## src/rtl/veerwolf_board_pkg.sv

```systemverilog
// Shared board constants for the veerwolf board I/O conditioner.
// Per-board pin counts and debounce timings live here so each toplevel only picks a set.
package veerwolf_board_pkg;

    localparam int unsigned DEBOUNCE_10MS_25MHZ = 250000;
    localparam int unsigned SIM_DEBOUNCE        = 4;

    // Nexys A7 and Basys3 both expose 16 switches plus 5 buttons and 16 LEDs.
    localparam int unsigned NEXYS_A7_NUM_IN  = 21;
    localparam int unsigned NEXYS_A7_NUM_LED = 16;
    localparam int unsigned BASYS3_NUM_IN    = 21;
    localparam int unsigned BASYS3_NUM_LED   = 16;

    localparam int unsigned DEFAULT_SYNC_STAGES = 2;
    localparam int unsigned DEFAULT_PWM_BITS    = 4;

    // Debounce counter width; a bypassed debouncer keeps a minimal 1-bit width.
    function automatic int unsigned cnt_width(input int unsigned cycles);
        return (cycles == 0) ? 1 : $clog2(cycles + 1);
    endfunction

endpackage

```

## src/rtl/veerwolf_debounce.sv

```systemverilog
// Single-bit input conditioner: multi-flop synchroniser followed by a hold-time debouncer.
// stable_o only follows the synchronised level once it has held for DEBOUNCE_CYCLES cycles.
module veerwolf_debounce
    import veerwolf_board_pkg::*;
#(
    parameter int unsigned SYNC_STAGES     = DEFAULT_SYNC_STAGES,
    parameter int unsigned DEBOUNCE_CYCLES = DEBOUNCE_10MS_25MHZ
) (
    input  logic clk,
    input  logic rst,
    input  logic in_i,
    output logic stable_o
);

    logic [SYNC_STAGES-1:0] sync_q;
    logic                   sync;
    logic                   stable_q;

    always_ff @(posedge clk) begin
        if (rst) begin
            sync_q <= '0;
        end else begin
            sync_q <= {sync_q[SYNC_STAGES-2:0], in_i};
        end
    end

    assign sync = sync_q[SYNC_STAGES-1];

    if (DEBOUNCE_CYCLES == 0) begin : g_bypass
        always_ff @(posedge clk) begin
            if (rst) begin
                stable_q <= 1'b0;
            end else begin
                stable_q <= sync;
            end
        end
    end else begin : g_count
        localparam int unsigned CntW = cnt_width(DEBOUNCE_CYCLES);
        localparam logic [CntW-1:0] CntLast = CntW'(DEBOUNCE_CYCLES - 1);

        logic [CntW-1:0] cnt_q, cnt_d;
        logic            stable_d;

        // Any cycle where sync agrees with stable restarts the hold window.
        always_comb begin
            cnt_d    = '0;
            stable_d = stable_q;
            if (sync != stable_q) begin
                if (cnt_q == CntLast) begin
                    stable_d = sync;
                end else begin
                    cnt_d = cnt_q + CntW'(1);
                end
            end
        end

        always_ff @(posedge clk) begin
            if (rst) begin
                cnt_q    <= '0;
                stable_q <= 1'b0;
            end else begin
                cnt_q    <= cnt_d;
                stable_q <= stable_d;
            end
        end
    end

    assign stable_o = stable_q;

endmodule

```

## src/rtl/veerwolf_board_io.sv

```systemverilog
// Board-level I/O conditioner between FPGA pins and the veerwolf GPIO bus: debounced inputs
// with edge pulses, sticky events and a maskable IRQ, plus PWM-dimmed registered LED outputs.
module veerwolf_board_io
    import veerwolf_board_pkg::*;
#(
    parameter int unsigned NUM_IN          = NEXYS_A7_NUM_IN,
    parameter int unsigned NUM_LED         = NEXYS_A7_NUM_LED,
    parameter int unsigned SYNC_STAGES     = DEFAULT_SYNC_STAGES,
    parameter int unsigned DEBOUNCE_CYCLES = DEBOUNCE_10MS_25MHZ,
    parameter int unsigned PWM_BITS        = DEFAULT_PWM_BITS
) (
    input  logic                clk,
    input  logic                rst,
    input  logic [NUM_IN-1:0]   i_in,
    output logic [NUM_IN-1:0]   o_in_db,
    output logic [NUM_IN-1:0]   o_rise,
    output logic [NUM_IN-1:0]   o_fall,
    output logic [NUM_IN-1:0]   o_evt_pend,
    input  logic [NUM_IN-1:0]   i_evt_clr,
    input  logic [NUM_IN-1:0]   i_evt_en,
    input  logic [NUM_IN-1:0]   i_evt_rise_sel,
    output logic                o_irq,
    input  logic [NUM_LED-1:0]  i_led,
    input  logic [PWM_BITS-1:0] i_led_duty,
    output logic [NUM_LED-1:0]  o_led
);

    logic [NUM_IN-1:0]   stable;
    logic [NUM_IN-1:0]   stable_dly_q;
    logic [NUM_IN-1:0]   rise_q, fall_q;
    logic [NUM_IN-1:0]   pend_q, pend_d;
    logic [NUM_IN-1:0]   evt_set;
    logic                irq_q;
    logic [PWM_BITS-1:0] pwm_cnt_q;
    logic                pwm_on;
    logic [NUM_LED-1:0]  led_r_q, led_q;

    for (genvar k = 0; k < NUM_IN; k++) begin : g_in
        veerwolf_debounce #(
            .SYNC_STAGES     (SYNC_STAGES),
            .DEBOUNCE_CYCLES (DEBOUNCE_CYCLES)
        ) u_debounce (
            .clk      (clk),
            .rst      (rst),
            .in_i     (i_in[k]),
            .stable_o (stable[k])
        );
    end

    // A set landing in the same cycle as its clear wins, so no event is lost.
    always_comb begin
        evt_set = (i_evt_rise_sel & rise_q) | (~i_evt_rise_sel & fall_q);
        pend_d  = (pend_q & ~i_evt_clr) | evt_set;
    end

    // Full-scale duty is forced fully on rather than 15/16.
    assign pwm_on = (pwm_cnt_q < i_led_duty) | (&i_led_duty);

    always_ff @(posedge clk) begin
        if (rst) begin
            stable_dly_q <= '0;
            rise_q       <= '0;
            fall_q       <= '0;
            pend_q       <= '0;
            irq_q        <= 1'b0;
            pwm_cnt_q    <= '0;
            led_r_q      <= '0;
            led_q        <= '0;
        end else begin
            stable_dly_q <= stable;
            rise_q       <= stable & ~stable_dly_q;
            fall_q       <= ~stable & stable_dly_q;
            pend_q       <= pend_d;
            irq_q        <= |(pend_q & i_evt_en);
            pwm_cnt_q    <= pwm_cnt_q + PWM_BITS'(1);
            led_r_q      <= i_led & {NUM_LED{pwm_on}};
            led_q        <= led_r_q;
        end
    end

    assign o_in_db    = stable;
    assign o_rise     = rise_q;
    assign o_fall     = fall_q;
    assign o_evt_pend = pend_q;
    assign o_irq      = irq_q;
    assign o_led      = led_q;

endmodule

```

## config.mk

```make
export PLATFORM = sky130hd
export DESIGN_NAME = veerwolf_board_io
export DESIGN_NICKNAME = d
export VERILOG_FILES = /design/src/rtl/veerwolf_board_pkg.sv /design/src/rtl/veerwolf_debounce.sv /design/src/rtl/veerwolf_board_io.sv
export SDC_FILE = /design/constraint.sdc
export NUM_CORES = 1
export LEC_CHECK = 0
export CORE_ASPECT_RATIO = 0.7
export CORE_MARGIN = 2
export CORE_UTILIZATION = 45
export CTS_CLUSTER_DIAMETER = 40
export DETAILED_ROUTE_END_ITERATION = 12
export GPL_ROUTABILITY_DRIVEN = 0
export GPL_TIMING_DRIVEN = 0
export PLACE_DENSITY = 0.71
export SLEW_MARGIN = 20
export SYNTH_ARGS = -nofsm -noshare
export SYNTH_HDL_FRONTEND = slang
export SYNTH_SLANG_ARGS = --single-unit
```

## constraint.sdc

```tcl
create_clock -name clk -period 2.5 [get_ports clk]
set_input_delay 0.625 -clock clk [delete_from_list [all_inputs] [get_ports clk]]
set_output_delay 0.625 -clock clk [all_outputs]
set_load 0.01 [all_outputs]
```

=== Word level (Yosys, flattened, before mapping) ===
Index checks and enable logic that the tools add are counted.

* Output and inout bits: 101
* Bits in latches: 0
* Word-level logic and storage cells: 215
* RAM bits: 0
* Input bits: 106
* Bits in registers: 562
* Memory bits (read-only): 0
* Memories kept: 0

* Muxes and demuxes: 0
* Reductions and logical operators: 44
* $add $sub $neg: 22
* Multiply operators: 0
* Bitwise operators: 35
* Div/mod/pow operators: 0
* $lt $le $gt $ge: 1
* Shift operators: 0
* Equal/unequal tests: 42

{| class="wikitable"
|+ Operators with widths
! cell !! number
|-
| adder 18 x 1 -> 18 bit (second input constant) || 21
|-
| == test 18 bit (second input constant) || 21
|-
| AND 21 bit || 6
|-
| inverter 21 bit || 4
|-
| OR reduction 3 bit || 21
|-
| OR 21 bit || 2
|-
| AND reduction 2 bit || 21
|-
| != test 1 bit || 21
|-
| inverter 1 bit || 21
|-
| OR reduction 21 bit || 1
|-
| AND 16 bit || 1
|-
| adder 4 x 1 -> 4 bit (second input constant) || 1
|-
| less-than comparator 4 bit || 1
|-
| AND reduction 4 bit || 1
|-
| OR 1 bit || 1
|}

=== Longest topological paths before layout ===
* Depth after elaboration: 4
* Gate-level depth with buffers: 6
* Mapped depth without buffers: 5

=== Cells and area by module ===
From an unflattened synthesis, not the netlist that was laid out.

* Cell total of the unflattened synthesis: 2527
* Area, all modules: 23197.2 um^2

{| class="wikitable"
|+ By module, submodules not included
! module !! cells an instance !! seq. area each (um^2) !! times used !! area an instance (um^2)
|-
| veerwolf_debounce (g_in[0].u_debounce ...) || 104 || 420.4 || 20 || 913.4
|-
| veerwolf_board_io || 343 || 2422.3 || 1 || 3966.3
|-
| veerwolf_debounce (g_in[9].u_debounce) || 104 || 420.4 || 1 || 963.4
|}

=== Worst setup path before layout ===
No wires, ideal clock.

* Kind: input -> register
* Start: in rst
* End: reg g_in[17].u_debounce.g_count.cnt_q[10]
* Stages on the path: 6
* Path slack: 520 ps
* Library setup time: 128 ps
* Data required time: 2372 ps
* Buffers on the path: 3
* Arrival time: 1853 ps
* Cells stage by stage: clkbuf_1 clkbuf_1 nor2_1 o21ai_1 clkbuf_1 nor2_1

* Word-level cells in the longest chain between the ends: 1

{| class="wikitable"
|+ Ends and longest elaborated chain
! element !! line !! text
|-
| start, declared || veerwolf_board_io.sv:13 || <nowiki>input logic rst,</nowiki>
|-
| OR reduction 3 bit (no line) || - ||
|-
| end signal, assigned || veerwolf_debounce.sv:62 || <nowiki>cnt_q <= cnt_d;</nowiki>
|-
| end, declared || veerwolf_debounce.sv:41 || <nowiki>logic [CntW-1:0] cnt_q, cnt_d;</nowiki>
|}

Every way passes these cells.
A chain may end at the register's enable or synchronous reset.

=== Worst setup path after layout ===
* Start: in rst
* End: reg fall_q[15] (netlist: o_fall[15])

{| class="wikitable"
|+ RTL lines
! element !! line !! text
|-
| end signal, assigned || veerwolf_board_io.sv:72 || <nowiki>fall_q <= ~stable & stable_dly_q;</nowiki>
|-
| end, declared || veerwolf_board_io.sv:30 || <nowiki>logic [NUM_IN-1:0] rise_q, fall_q;</nowiki>
|}

No word-level cell between the ends.

==> key figures <==
Die
  – Total die area: 53300 um^2
  – Die H: 194 um
  – # IOs: 207
  – Num rows: 69
  – Chip width: 275 um
  – Initial Utilization: 0.456
  – Core footprint: 50800 um^2

Yosys
  – Sequential area share after synthesis: 0.486
  – Synth Instances: 2528
  – Synth cell types: 58
  – Largest family of logic cells by synthesized area: simple AND/OR/NAND/NOR gates
  – Mean post-synth cell area: 9.15 um^2
  – Net Count, Synth: 2659
  – Dominant synthesized flop cell: dfxtp_1
  – Seq cells post-synth: 562
  – Synth warnings: 0
  – Synth Area in Adders: 0.0135
  – Mux cell area share after synthesis: 0.0126
  – Post-synthesis compound-gate area fraction: 0.0472
  – Fraction of registers with async set/reset: 0
  – Number of synthesized flops with an enable pin: 0
  – Synth Cell Area: 23100 um^2
  – Post-Synth XOR/XNOR Area: 0.121
  – Simple-Gate Fraction of Synth Area: 0.288

Route
  – Drt first pass iters: 7
  – First DRT Iteration DRCs: 1211
  – Vias per cell: 5.32
  – Wire length per cell: 16.0 um
  – Detail Route Antenna Nets: 0
  – WL final: 56.3 mm
  – DRC Markers: 0
  – Vias: 18700

STA
  – Hold Vio Cnt, Final: 0
  – Minimum hold slack: 403 ps
  – Peak Freq: 418 MHz
  – Setup Skew: 12.6 ps
  – Worst slew margin: 0.270
  – Worst Setup Slack, final: 106 ps
  – Tightest Pin Transition: 1100 ps
  – Tcrit/Tclk final: 0.958
  – Tmin final: 2390 ps
  – Final slew viol count: 0
  – Final setup violation count: 0
  – RSZ-0062 raised after global routing: false

Placement
  – DP HPWL: 40.1 mm
  – Placed cell count: 3407
  – Port buffer count: 205
  – Placement Setup Slack: -1610 ps
  – Placed Instance Area: 26000 um^2

Worst setup path
  – CP endpoint kind: register
  – Slowest cell on crit path: clkdlybuf4s15_2
  – Largest delay share family, worst path: buffers and inverters
  – Required @ worst endpoint: 2950 ps
  – Buf/Inv on CP: 4
  – Setup crit start kind: input port
  – CP Class: input port to register
  – Crit-path max cell delay: 600 ps
  – WP data arrival: 2840 ps
  – Max FO, Critical Path: 10
  – Worst path cell trace: clkbuf_1, buf_2, clkbuf_2, clkdlybuf4s15_2, nor3b_1

Clock tree
  – CTS Hold Bufs: 0
  – Clk buf depth: 3
  – Root buf cell: clkbuf_16
  – Worst-skew pair later-pin latency: 580 ps
  – Total CTS buffers: 66
  – Clock transition at the registers of the reported paths: 60 ps
  – CTS tree: done
  – Clk sink count: 562
  – Htree depth: 3

Final layout
  – Fin nets: 2932
  – Antenna diodes: 0
  – Sequential cell area: 11300 um^2
  – Final cell count without fillers: 3525
  – Area of the multi-input gates: 11200 um^2
  – Filler Cell Count: 4476
  – Area Growth Syn to Fin: 22.3%
  – Final Cell Area: 28300 um^2
  – Share of cells above drive strength 1: 0.0772

Global route
  – First-pass GRT wire length: 91.4 mm
  – Initial antenna violation count: 2
  – Vias in the first global route: 17800
  – GRT Util Overall: 0.211
  – Grt total ovfl: 0
  – Largest net degree at the start of global routing: 15

Status
  – Status: finished clean

Job
  – Max_cap viols: 0

Pwr
  – Power, Total: 19200 uW
  – Largest vdd supply drop: 0.564 mV
  – Leak: 0.00889 uW
  – Power per cell area: 678 nW/um^2

Min path
  – Worst Hold Class: register to register
where the power goes:
part           switching, uW  leakage (uW)  total (uW)  internal, uW
combinational            248       0.00328         510           262
clock                   3880       0.00107        9570          5690
sequential              34.9       0.00454        9080          9040
worst register-to-register path: stages, from the launching register on:
cell and delay, ps:
dfxtp_1 420, a222oi_1 830, nand3_1 150, nor3_1 560, a31oi_1 150
cell usage in the layout, fill, tap and decap left out, drive strengths merged, types with 25 or more instances in the layout:
| cell | n |
|---|---|
| xnor2 | 225 |
| or4b | 35 |
| clkbuf | 144 |
| a21oi | 59 |
| ha | 25 |
| inv | 76 |
| o21ai | 44 |
| buf | 37 |
| dfxtp | 562 |
| nor3 | 58 |
| nor2b | 90 |
| xor2 | 94 |
| nor2 | 431 |
| clkdlybuf4s50 | 205 |
| nand3 | 131 |
| nand2b | 44 |
| nand4 | 117 |
| nor4 | 96 |
| nand2 | 114 |
| mux2i | 28 |
| and4 | 29 |
timing repair:
action / in CTS / in global routing
endpoints found under the setup margin: 49 / 32
setup buffers: 0 / 0
resized for setup: 8 / 5
registers in the layout (all words and copies together) (netlist names):
name,flops
g_in.u_debounce.g_count.cnt_q,378
g_in.u_debounce.stable_o,21
g_in.u_debounce.sync_q,42
led_r_q,16
o_evt_pend,21
o_fall,21
o_irq,1
o_led,16
o_rise,21
pwm_cnt_q,4
stable_dly_q,21
layout make-up:
cell class / instances / area share
flip-flops and latches: 562 / 0.398
multi-input cells: 1803 / 0.395
repair buffers: 205 / 0.0726
clock buffers: 83 / 0.0658
well taps: 674 / 0.0298
plain buffers: 99 / 0.0179
clock inverters: 35 / 0.0121
inverters: 64 / 0.00850
layer usage:
layer | share of wire | global-route usage | vias to the layer above
met3 | 0.058 | 0.0446 | 92
met2 | 0.44 | 0.329 | 481
li1 | - | - | 9345
met1 | 0.48 | 0.295 | 8819
met5 | 0 | 0 | -
met4 | 0.019 | 0.0591 | 0
cells by family after synthesis:
kind of cell / count (synthesis)
flops: 562
mux: 29
compound gates: 166
xor+xnor: 319
simple gates: 1264
fa+ha+maj: 25
buf+inv: 163
metrics by stage:
stage | TNS, ps | util
3_3_place_gp | -188790 | 0.513
4_1_cts | 0 | 0.556
5_1_grt | 0 | 0.557
6_report | 0 | 0.557
2_1_floorplan | 0 | -
3_5_place_dp | -142270 | 0.513
path summary, 6_finish.rpt:
path / from / to / slack, ps / cells after the start
worst max-delay path: rst / o_fall[15]$_SDFF_PP0_ / 110 / 5
worst min-delay path: stable_dly_q[8]$_SDFF_PP0_ / o_rise[8]$_SDFF_PP0_ / 400 / 1
worst max register to register: o_evt_pend[10]$_SDFF_PP0_ / o_irq$_SDFF_PP0_ / 250 / 4
worst min register to register: stable_dly_q[8]$_SDFF_PP0_ / o_rise[8]$_SDFF_PP0_ / 400 / 1
cells in the mapped netlist, types with 9 or more instances:
cell type / n / area (um^2)
nor4b_1: 23 / 201
nand4_1: 117 / 732
nor2b_1: 90 / 563
and4_1: 28 / 245
mux2i_1: 28 / 280
dfxtp_1: 562 / 11300
nor2_1: 431 / 1620
or4_1: 22 / 165
inv_1: 64 / 240
nand2b_1: 44 / 275
o31ai_1: 10 / 75.1
o41ai_1: 17 / 149
o21ai_0: 26 / 130
buf_2: 14 / 70.1
nor4_1: 96 / 601
nand2_1: 114 / 428
or4b_2: 28 / 280
ha_1: 25 / 313
xor2_1: 94 / 823
xnor2_1: 225 / 1970
a21boi_0: 16 / 120
or3_1: 15 / 93.8
and3_1: 14 / 87.6
nor3b_1: 22 / 165
clkbuf_1: 54 / 203
buf_4: 21 / 158
nor3_1: 58 / 290
a21oi_1: 59 / 295
nand3_1: 130 / 651
o21ai_2: 13 / 114
and2_1: 9 / 56.3
No activity file was read; power rests on OpenSTA's default activity.
